$ cat src/rtl/vec_pipe_stage.sv
// Elastic vector pipeline register: main + skid entry with valid/ready handshake,
// synchronous flush, per-lane zero masking at capture, and saturating stall/bubble counters.
module vec_pipe_stage #(
    parameter int CTRL_WIDTH    = 18,
    parameter int REGISTER_SIZE = 8,
    parameter int VECTOR_SIZE   = 4,
    parameter int NUM_OPERANDS  = 2,
    parameter int COUNT_WIDTH   = 16
) (
    input  logic                                                        clk,
    input  logic                                                        rst,
    input  logic                                                        flush,
    input  logic                                                        cnt_clr,
    input  logic                                                        in_valid,
    output logic                                                        in_ready,
    input  logic [CTRL_WIDTH-1:0]                                       in_ctrl,
    input  logic [NUM_OPERANDS-1:0][VECTOR_SIZE-1:0][REGISTER_SIZE-1:0] in_vec,
    input  logic [VECTOR_SIZE-1:0]                                      in_lane_mask,
    output logic                                                        out_valid,
    input  logic                                                        out_ready,
    output logic [CTRL_WIDTH-1:0]                                       out_ctrl,
    output logic [NUM_OPERANDS-1:0][VECTOR_SIZE-1:0][REGISTER_SIZE-1:0] out_vec,
    output logic [VECTOR_SIZE-1:0]                                      out_lane_mask,
    output logic [1:0]                                                  occupancy,
    output logic [COUNT_WIDTH-1:0]                                      stall_count,
    output logic [COUNT_WIDTH-1:0]                                      bubble_count
);

    typedef logic [NUM_OPERANDS-1:0][VECTOR_SIZE-1:0][REGISTER_SIZE-1:0] vec_t;

    localparam logic [COUNT_WIDTH-1:0] CNT_MAX = '1;

    logic                   main_valid;
    logic                   skid_valid;
    logic [CTRL_WIDTH-1:0]  main_ctrl;
    vec_t                   main_vec;
    logic [VECTOR_SIZE-1:0] main_mask;
    logic [CTRL_WIDTH-1:0]  skid_ctrl;
    vec_t                   skid_vec;
    logic [VECTOR_SIZE-1:0] skid_mask;

    vec_t masked_vec;
    logic accept;
    logic drain;
    logic stall_cond;
    logic bubble_cond;

    // Inactive lanes are zeroed once at capture so downstream stages never see stale lane data.
    always_comb begin
        masked_vec = in_vec;
        for (int o = 0; o < NUM_OPERANDS; o++) begin
            for (int l = 0; l < VECTOR_SIZE; l++) begin
                if (!in_lane_mask[l]) begin
                    masked_vec[o][l] = '0;
                end
            end
        end
    end

    // in_ready only looks at registered state and flush, so it never forms a path from out_ready.
    assign in_ready    = !skid_valid && !flush;
    assign accept      = in_valid && in_ready;
    assign drain       = main_valid && out_ready;
    assign stall_cond  = main_valid && !out_ready;
    assign bubble_cond = out_ready && !main_valid;

    assign out_valid     = main_valid;
    assign out_ctrl      = main_ctrl;
    assign out_vec       = main_vec;
    assign out_lane_mask = main_mask;
    assign occupancy     = 2'(main_valid) + 2'(skid_valid);

    always_ff @(posedge clk or negedge rst) begin
        if (!rst) begin
            main_valid <= 1'b0;
            skid_valid <= 1'b0;
            main_ctrl  <= '0;
            main_vec   <= '0;
            main_mask  <= '0;
            skid_ctrl  <= '0;
            skid_vec   <= '0;
            skid_mask  <= '0;
        end else if (flush) begin
            main_valid <= 1'b0;
            skid_valid <= 1'b0;
        end else if (drain) begin
            if (skid_valid) begin
                main_ctrl  <= skid_ctrl;
                main_vec   <= skid_vec;
                main_mask  <= skid_mask;
                skid_valid <= 1'b0;
            end else if (accept) begin
                main_ctrl <= in_ctrl;
                main_vec  <= masked_vec;
                main_mask <= in_lane_mask;
            end else begin
                main_valid <= 1'b0;
            end
        end else if (accept) begin
            if (!main_valid) begin
                main_valid <= 1'b1;
                main_ctrl  <= in_ctrl;
                main_vec   <= masked_vec;
                main_mask  <= in_lane_mask;
            end else begin
                skid_valid <= 1'b1;
                skid_ctrl  <= in_ctrl;
                skid_vec   <= masked_vec;
                skid_mask  <= in_lane_mask;
            end
        end
    end

    // Counters ignore flush: the flush cycle is judged on the pre-flush out_valid.
    always_ff @(posedge clk or negedge rst) begin
        if (!rst) begin
            stall_count  <= '0;
            bubble_count <= '0;
        end else if (cnt_clr) begin
            stall_count  <= '0;
            bubble_count <= '0;
        end else begin
            if (stall_cond && stall_count != CNT_MAX) begin
                stall_count <= stall_count + COUNT_WIDTH'(1);
            end
            if (bubble_cond && bubble_count != CNT_MAX) begin
                bubble_count <= bubble_count + COUNT_WIDTH'(1);
            end
        end
    end

endmodule

$ cat config.mk
export PLATFORM = sky130hd
export DESIGN_NAME = vec_pipe_stage
export DESIGN_NICKNAME = d
export VERILOG_FILES = /design/src/rtl/vec_pipe_stage.sv
export SDC_FILE = /design/constraint.sdc
export NUM_CORES = 1
export LEC_CHECK = 0
export ABC_AREA = 1
export CAP_MARGIN = 15
export CORE_MARGIN = 2
export CORE_UTILIZATION = 40
export CTS_CLUSTER_DIAMETER = 120
export DETAILED_ROUTE_END_ITERATION = 8
export PLACE_DENSITY = 0.78
export SLEW_MARGIN = 10
export SYNTH_ARGS = -nofsm -noshare
export SYNTH_HDL_FRONTEND = slang
export SYNTH_SLANG_ARGS = --single-unit
$ cat constraint.sdc
create_clock -name clk -period 3.7 [get_ports clk]
set_input_delay 0.555 -clock clk [delete_from_list [all_inputs] [get_ports clk]]
set_output_delay 0.555 -clock clk [all_outputs]
set_load 0.05 [all_outputs]
==> results of run 1 <==
## per-layer routing
layer  GRT usage (%)  vias up  part of all wire [%]
met5               0        -                     0
met4            4.03        0                   2.0
met3            5.80       37                   8.6
met2            31.1      265                    45
met1            26.1     3882                    44
li1                -     4142                     -
## final timing paths
| check | startpoint | to |
|---|---|---|
| setup / recovery | skid_valid | occupancy[0] |
| min in group clk | out_ctrl[10] | out_ctrl[10] |
| max in group asynchronous | rst | stall_count[13] |
| hold reg to reg | out_ctrl[10] | out_ctrl[10] |
| setup reg to reg | out_valid | out_vec[12] |
| hold / removal | rst | out_vec[9] |
## cell type report
cell class                      instances  share of cell area [%]
Timing Repair Buffer                  222                    18.0
Clock buffer                           35                    5.36
Sequential cell                       206                    41.2
Clock inverter                          4                   0.589
Tap cell                              319                    3.19
Inverter                               60                    1.80
Multi-Input combinational cell        841                    29.9
## per-stage QoR
| step | hold WS (ns) | utilization (%) |
|---|---|---|
| 2_1_floorplan | 0.259 | - |
| 3_3_place_gp | 0.460 | 50.5 |
| 3_5_place_dp | 0.465 | 50.5 |
| 4_1_cts | 0.0624 | 53.7 |
| 5_1_grt | 0.0817 | 53.7 |
| 6_report | 0.0399 | 53.7 |
## registers in the layout, indices dropped and copies added, names as in the netlist
signal / count
bubble_count: 16
out_ctrl: 18
out_lane_mask: 4
out_valid: 1
out_vec: 64
skid_ctrl: 18
skid_mask: 4
skid_valid: 1
skid_vec: 64
stall_count: 16
## layout by cell type (no fill, tap or decap)
| cell | n |
|---|---|
| o21ai_0 | 116 |
| nor2_4 | 8 |
| nor2_2 | 3 |
| bufinv_16 | 2 |
| nand3_1 | 34 |
| nand2_1 | 449 |
| ha_1 | 3 |
| clkdlybuf4s50_1 | 212 |
| nor3_1 | 3 |
| inv_1 | 57 |
| clkinv_2 | 1 |
| o22ai_1 | 1 |
| nand4_1 | 19 |
| buf_4 | 5 |
| clkbuf_1 | 7 |
| nor2_1 | 53 |
| clkbuf_16 | 23 |
| buf_12 | 4 |
| nand3b_1 | 2 |
| dfrtp_1 | 206 |
| o21ai_1 | 117 |
| inv_2 | 3 |
| clkbuf_8 | 6 |
| a21oi_1 | 17 |
| nand2_4 | 3 |
| o211ai_1 | 1 |
| nand2_2 | 3 |
| clkinv_4 | 1 |
| xor2_1 | 9 |
## cells by family (layout without fill, tap and decap cells)
family                     after synthesis  in the layout  share of synthesized area (%)
DFF                                    206            206                           54.6
xor gates and xnor gates                 9              9                          0.835
and+or+nand+nor                        577            577                           24.8
AOI/OAI and AO/OA                      252            252                           13.4
adders and majority gates                3              3                          0.398
buffers and inverters                  130            321                           5.90
## power by group
part	internal, mW	switching, mW
combinational	0.557	1.04
sequential	2.64	0.202
clock	1.38	0.885
total	4.58	2.13
## worst max-delay path: stages (launching register included)
cell	delay, ns
dfrtp_1	0.45
ha_1	0.31
clkdlybuf4s50_1	0.79
==> summary.txt, run 1 <==
Detailed routing
  – Post-Route WL: 24.1 mm
  – DRC: 0
  – WL per Instance: 14.3 µm
  – Pre-antenna DRT Iters: 5
  – DRT antenna net count: 0
  – DR vias: 8326
  – Vias per inst: between 4 and 5
  – DRT iter0 DRCs: about 520

Cells and area
  – Area delta synth->final: 32.7%
  – Sequential Area: slightly above 5000 µm²
  – Fraction of layout cells with a size suffix above 1: under 10%
  – FILL cells: 2124
  – Layout net count: ~1400
  – Finished Layout Cells: between 1500 and 2000
  – Area of the multi-input gates: about 3700 µm²
  – Diodes inserted: 0
  – Fin area: 12500 µm²

STA
  – RSZ-0062 raised after global routing: no
  – Final clock skew: 0.0127 ns
  – Max-slew violations: 0
  – Setup TNS: 0 ns
  – Tcrit/Tclk final: between 70% and 80%
  – Rel. slew slack: between 40% and 50%
  – Final hold violations: 0
  – Slew at the pin closest to its max-slew limit: 0.883 ns
  – Setup slack after layout: approximately 1.1 ns
  – Setup-failing EPs final: 0
  – Max Clk Rate: 386 MHz
  – Min cycle time layout: 2.59 ns

Pwr
  – Total Power: roughly 6.7 mW
  – P per Cell Area: between 500 and 600 nW/µm²
  – VDD IR max: a little under 400 µV
  – Lkg Pwr: approximately 6.0 nW

Synth
  – Net Count, Synth: between 1000 and 1500
  – Mapped Area: about 9400 µm²
  – YS warnings: 0
  – Area share of the largest cell type after synthesis: a little over half
  – Seq/Total Area, Yosys: between 50% and 60%
  – Count leader, synth: nand2_1
  – Primary FF master, synth: dfrtp_1
  – Post-Synthesis Cells: about 1200
  – Number of synthesized register bits: 206
  – Distinct cells, synth: 24
  – Post-synth EDFFs: 0
  – Top cells by area, synth: dfrtp_1 55%, nand2_1 18%, o21ai_1 6.2%
  – Cell taking the most area after synthesis: dfrtp_1
  – Ys async rst share: between 90% and 100%
  – Mean area per synthesized cell: roughly 8.0 µm²
  – Synth cell count leaders: 451 x nand2_1, 206 x dfrtp_1, 117 x o21ai_1, 116 x o21ai_0, 57 x inv_1

Placed design
  – IO Port Bufs: 213
  – Pre-CTS setup slack: between 1 and 1.5 ns
  – Placer Congestion: ~0.84
  – Post-placement cell count: 1648
  – Post-DP HPWL: between 15 and 20 mm
  – Placed Area: roughly 12000 µm²

Floorplan
  – IO Pins: about 210
  – Chip Height: about 160 µm
  – Row count: 56
  – Die Width: around 160 µm
  – Die area: ~25000 µm²
  – Initial Util: between 40% and 50%
  – Core outline area: about 23000 µm²

Critical path
  – CP startpoint kind: flop
  – Worst R2R Path Depth: 7
  – Kind of critical path: flop to output pin
  – Data arrival, critical path: 2.04 ns
  – Setup crit end kind: output pin
  – Critical Path RT: around 3.1 ns
  – R2r setup slk: 1.69 ns
  – Max FO, Critical Path: 5

Global route
  – Vias in the first global route: 7927
  – Remaining Overflow, GRT: 0
  – Total GRT Usage: between 10% and 20%
  – First-pass GRT wire length: slightly below 40 mm
  – Initial antenna violation count: 0
  – Largest net degree at the start of global routing: ~120

Clock tree
  – Hold buffer count at cts: 0
  – Root Buffer: clkbuf_16
  – Clk_lat worst skew: 0.50 ns
  – Deepest clock path buffer count: 3
  – Worst-path clk slew: roughly 0.06 ns
  – TritonCTS Buffers: 23
  – Post-CTS Setup Bufs: 0
  – CTS tree: yes
  – # H-tree levels: 1
  – Post-CTS resize count: 0
  – Num Clock Sinks: a little over 200

Min path
  – HP Class: input pin to async pin

Outcome
  – Outcome: finished clean

Job
  – Reported max-cap violation count: 0
No activity file was read; power rests on OpenSTA's default activity.
==> inputs of run 2 (changes only) <==
==> constraint.sdc (replaced) <==
create_clock -name clk -period 2.4 [get_ports clk]
set_input_delay 0.36 -clock clk [delete_from_list [all_inputs] [get_ports clk]]
set_output_delay 0.36 -clock clk [all_outputs]
set_load 0.05 [all_outputs]
==> run 2 against run 1 <==
- setup slack got worse by 1.0 ns
- sequential share of layout area decreased by 0.62 points
- first-iteration DRC count increased by 5.9%
- final area increased by 1.5%
- register-to-register slack got worse by 1.1 ns
- critical path depth unchanged
- global-route usage increased by 0.15 points
- total power increased by 56%
- clock skew about the same
- critical endpoint is now occupancy[1]
- largest power group unchanged
- die area unchanged
- combinational power increased by 55%
==> summary.txt, run 2 (synthesized netlist as in run 1, its figures left out) <==
Critical path
  – Critical Path RT: between 2 and 2.5 ns
  – WP buf/inv: 1
  – Kind of critical path: flop to output pin
  – Data arrival, critical path: between 1.5 and 2 ns
  – CP startpoint: skid_valid
  – CP startpoint kind: flop
  – Setup crit end kind: output pin
  – Crit path max-delay family: buffers and inverters
  – CP peak stage delay: between 0.7 and 0.8 ns
  – Reg2Reg Launch Point: stall_count[0]
  – CP max stage cell: clkdlybuf4s50_1
  – Max FO, Critical Path: 5
  – Crit-path cells: ha_1 -> clkdlybuf4s50_1

Cells and area
  – Commonest non-fill, non-tap cell in the layout: nand2_1
  – Diodes inserted: 0
  – Fraction of layout cells with a size suffix above 1: under 10%
  – Most frequent cells in the layout: 449 x nand2_1, 210 x clkdlybuf4s50_1, 206 x dfrtp_1
  – Area delta synth->final: 34.7%
  – Layout net count: 1464

Pwr
  – Internal Power: 7.11 mW
  – Sw frac: a little under a third
  – Share of total power in combinational logic: between 20% and 30%
  – Lkg Pwr: roughly 6 nW
  – Clk pwr share: between 30% and 40%
  – Flop pwr share: approximately 42%
  – P per Cell Area: between 800 and 900 nW/µm²
  – Total Power: approximately 10 mW
  – VDD IR max: between 500 and 600 µV
  – Switching Power: about 3.3 mW

Min path
  – HP Class: input pin to async pin

STA
  – Slew at the pin closest to its max-slew limit: between 0.5 and 0.6 ns
  – Tcrit/Tclk final: a little over nine tenths
  – Max-slew violations: 0
  – Min cycle time layout: between 2 and 2.5 ns
  – Final hold violations: 0
  – Setup slack after layout: 0.0999 ns
  – RSZ-0062 raised after global routing: no
  – Final clock skew: approximately 0.012 ns
  – Worst hold margin: 0.427 ns
  – Max Clk Rate: 435 MHz
  – Rel. slew slack: between 60 and 70%
  – Setup TNS: 0 ns
  – Setup-failing EPs final: 0

Floorplan
  – Initial Util: 40.4%
  – Row count: 56
  – Die Width: ~160 µm
  – Chip Height: 158 µm
  – IO Pins: between 200 and 250
  – Die area: approximately 25000 µm²
  – Core outline area: 23300 µm²

Global route
  – Initial antenna violation count: 0
  – Largest net degree at the start of global routing: 92
  – Remaining Overflow, GRT: 0
  – Total GRT Usage: about a fifth
  – First-pass GRT wire length: a little under 40 mm
  – Vias in the first global route: a little under 8000

Placed design
  – Pre-CTS setup slack: 0.391 ns
  – Placer Congestion: 0.849
  – Post-DP HPWL: about 17 mm
  – IO Port Bufs: about 210

Clock tree
  – Num Clock Sinks: 206
  – Post-CTS Setup Bufs: 0
  – Clk_lat worst skew: ~0.5 ns
  – Worst-path clk slew: approximately 0.06 ns
  – TritonCTS Buffers: 23
  – CTS tree: yes
  – Deepest clock path buffer count: 3
  – Root Buffer: clkbuf_16
  – # H-tree levels: 1

Detailed routing
  – Pre-antenna DRT Iters: 5
  – DRT iter0 DRCs: around 550
  – WL per Instance: 14.4 µm
  – DRT antenna net count: 0
  – DR vias: around 8500
  – DRC: 0
  – Post-Route WL: around 25 mm
  – Vias per inst: around 5

Outcome
  – Outcome: finished clean

Job
  – Reported max-cap violation count: 0
## run 2: cell count changes in the layout (fill, tap and decap cells not counted)
cell | previous run | this run
buf_12 | 4 | 9
clkbuf_8 | 6 | 7
clkinv_2 | 1 | 3
clkbuf_1 | 7 | 5
inv_6 | 0 | 1
clkdlybuf4s50_1 | 212 | 210
dlygate4sd2_1 | 0 | 1
buf_4 | 5 | 15
clkinv_4 | 1 | 0
dlygate4sd3_1 | 0 | 1
## run 2: per-stage QoR
stage | std cells | utilization, % | cell area, µm²
after floorplan | 1177 | - | 9440
after CTS | 1703 | 54.5 | 12700
after detailed placement | 1662 | 51.2 | 11900
after global placement | 1662 | 51.2 | 11900
after global routing | 1703 | 54.5 | 12700
final | 1703 | 54.5 | 12700
## run 2: area by class of cell
type                       instances  area (µm²)
fill                            2090       10600
sequential                       206        5150
multi-input combinational        841        3750
timing repair buffer             237        2430
clock buffer                      34         677
tap                              319         399
inverter                          60         225
clock inverter                     6        83.8
## run 2: routing by layer
metal  GRT usage (%)  vias up  wire length, µm
li1                -     4176                -
met1            26.7     3957            10600
met2            31.3      332            11100
met3            5.26       36             2420
met4            4.29        0              412
met5               0        -                0
## run 2: power by group through the flow
stage          Combinational (mW)  Clock [mW]  Sequential [mW]
3_3_place_gp                 2.45           0             4.42
6_report                     2.48        3.56             4.38
3_5_place_dp                 2.50           0             4.43
4_1_cts                      2.51        3.66             4.38
2_1_floorplan               0.732           0             5.21
5_1_grt                      2.69        3.81             4.46
## run 2: worst paths after layout
check	endpoint	slack [ns]	cells after the start
setup reg to reg	stall_count[5]	0.57	9
max in group asynchronous	out_vec[27]	1.27	3
setup / recovery	occupancy[1]	0.1	2
hold / removal	out_vec[32]	0.43	2
hold reg to reg	out_ctrl[9]	0.48	2
min in group clk	skid_vec[28]	0.43	3
## run 2: timing repair
action	CTS	global route
hold endpoints to repair	59	0
resized for setup	1	0
endpoints found under the setup margin	1	0
hold buffers	1	0
==> inputs of run 3 (changes only) <==
==> constraint.sdc (replaced) <==
create_clock -name clk -period 2.8 [get_ports clk]
set_input_delay 0.42 -clock clk [delete_from_list [all_inputs] [get_ports clk]]
set_output_delay 0.42 -clock clk [all_outputs]
set_load 0.05 [all_outputs]
==> run 3 against run 2 <==
- total power is 12% lower
- combinational power is 14% lower
- sequential power is 14% lower
- clock skew is 0.0053 ns lower
- global-route usage is 0.21 points higher
- sequential cell count stayed put
- final area hardly changed
- critical path type unchanged
==> summary.txt, run 3 (synthesized netlist as in run 1, its figures left out) <==
Outcome
  – Outcome: finished clean

STA
  – Final clock skew: about 0.0070 ns
  – RSZ-0062 raised after global routing: no
  – Slew at the pin closest to its max-slew limit: between 0.8 and 0.9 ns
  – Setup-failing EPs final: 0
  – Tcrit/Tclk final: 88.6%
  – Setup TNS: 0 ns
  – Final hold violations: 0
  – Min cycle time layout: 2.48 ns
  – Max-slew violations: 0
  – Rel. slew slack: 41.9%
  – Max Clk Rate: roughly 400 MHz

Clock tree
  – Root Buffer: clkbuf_16
  – CTS tree: yes
  – Clk_lat worst skew: a little over 0.5 ns
  – Deepest clock path buffer count: 3
  – Worst-path clk slew: about 0.060 ns
  – TritonCTS Buffers: 24
  – Hold buffer count at cts: 1
  – Post-CTS Setup Bufs: 0
  – Post-CTS resize count: 0
  – Num Clock Sinks: 206
  – # H-tree levels: 1

Pwr
  – P per Cell Area: 723 nW/µm²
  – Total Power: about 9 mW
  – Sw frac: a little under a third
  – Clk pwr share: between 30% and 40%
  – Share of total power in combinational logic: 23.1%
  – Internal Power: 6.35 mW
  – VDD IR max: roughly 530 µV
  – Flop pwr share: ~41%
  – Lkg Pwr: slightly above 6 nW
  – Switching Power: roughly 2.9 mW

Critical path
  – CP startpoint kind: flop
  – CP max stage cell: clkdlybuf4s50_1
  – Kind of critical path: flop to output pin
  – Data arrival, critical path: a little over 2 ns
  – Max FO, Critical Path: 5
  – R2r setup slk: roughly 0.96 ns
  – Reg2Reg Launch Point: out_valid
  – Critical Path RT: around 2.4 ns
  – Worst R2R End: out_vec[24]
  – CP peak stage delay: 0.80 ns
  – Crit-path cells: ha_1 -> clkdlybuf4s50_1
  – Setup crit end kind: output pin
  – Worst R2R Path Depth: 7

Global route
  – Vias in the first global route: between 7000 and 8000
  – Remaining Overflow, GRT: 0
  – First-pass GRT wire length: between 40 and 50 mm
  – Initial antenna violation count: 0
  – Largest net degree at the start of global routing: 93
  – Total GRT Usage: between 10% and 20%

Cells and area
  – Area delta synth->final: 34.8%
  – Commonest non-fill, non-tap cell in the layout: nand2_1
  – Layout net count: around 1500
  – Fraction of layout cells with a size suffix above 1: around 5.5%
  – FILL cells: around 2100
  – Most frequent cells in the layout: 449 x nand2_1, 212 x clkdlybuf4s50_1, 206 x dfrtp_1
  – Fin area: approximately 13000 µm²
  – Diodes inserted: 0

Floorplan
  – Core outline area: 23300 µm²
  – Die Width: roughly 160 µm
  – Row count: 56
  – Initial Util: 40.4%
  – Die area: 24800 µm²
  – Chip Height: 158 µm
  – IO Pins: 214

Detailed routing
  – DRT iter0 DRCs: approximately 530
  – Pre-antenna DRT Iters: 5
  – DRT antenna net count: 0
  – DRC: 0
  – DR vias: 8357
  – Post-Route WL: 24.4 mm
  – WL per Instance: 14.4 µm
  – Vias per inst: slightly below 5

Placed design
  – Post-DP HPWL: about 16 mm
  – Placed Area: roughly 12000 µm²
  – IO Port Bufs: around 210
  – Placer Congestion: ~0.87

Min path
  – HP Class: input pin to async pin

Job
  – Reported max-cap violation count: 0
-- run 3: cell types whose count changed in the layout (fill, tap and decap cells not counted), sizes merged --
cell / delta
buf: -7
bufinv: +2
clkbuf: -2
clkdlybuf4s50: +2
clkinvlp: +1
dlygate4sd2: -1
inv: -1
-- run 3: final cells by class --
type | count | area [µm²] | share of cell area [%]
timing repair buffer | 231 | 2350 | 18.5
sequential | 206 | 5150 | 40.5
clock inverter | 8 | 146 | 1.15
clock buffer | 32 | 702 | 5.52
tap | 319 | 399 | 3.14
inverter | 60 | 225 | 1.77
multi-input combinational | 841 | 3750 | 29.4
-- run 3: power by group through the flow --
| stage | logic [mW] | registers, mW | clock network (mW) |
|---|---|---|---|
| after floorplan | 0.627 | 4.46 | 0 |
| after global placement | 2.09 | 3.77 | 0 |
| after detailed placement | 2.14 | 3.79 | 0 |
| after CTS | 2.15 | 3.75 | 3.41 |
| after global routing | 2.32 | 3.82 | 3.53 |
| final | 2.13 | 3.76 | 3.32 |
-- run 3: critical path, delay by kind of cell (launching register included) --
| kind | cells | cell delay (ns) |
|---|---|---|
| flops | 1 | 0.45 |
| buf+inv | 1 | 0.80 |
| fa+ha+maj | 1 | 0.31 |
-- run 3: metal layers --
metal | wire length [µm] | track usage, %
met5 | 0 | 0
met4 | 471 | 4.20
met3 | 2140 | 5.45
met2 | 11000 | 31.3
met1 | 10800 | 27.2
-- run 3: how the worst max path moves through the flow --
| stage | from | depth (start not counted) | end |
|---|---|---|---|
| floorplan | skid_valid | 8 | out_vec[40] |
| global placement | flush | 3 | in_ready |
| detailed placement | out_ready | 9 | out_ctrl[12] |
| CTS | skid_valid | 2 | occupancy[0] |
| global route | skid_valid | 2 | occupancy[0] |
| finish | skid_valid | 2 | occupancy[0] |
-- run 3: per-stage QoR --
step,setup slack [ns],instances,hold slack (ns),utilization (%)
after floorplan,0.727,1177,0.124,-
after global placement,0.541,1656,0.388,50.8
after detailed placement,0.524,1656,0.388,50.8
after CTS,0.284,1697,0.409,54.5
after global routing,0.261,1697,0.432,54.5
final,0.319,1697,0.412,54.5
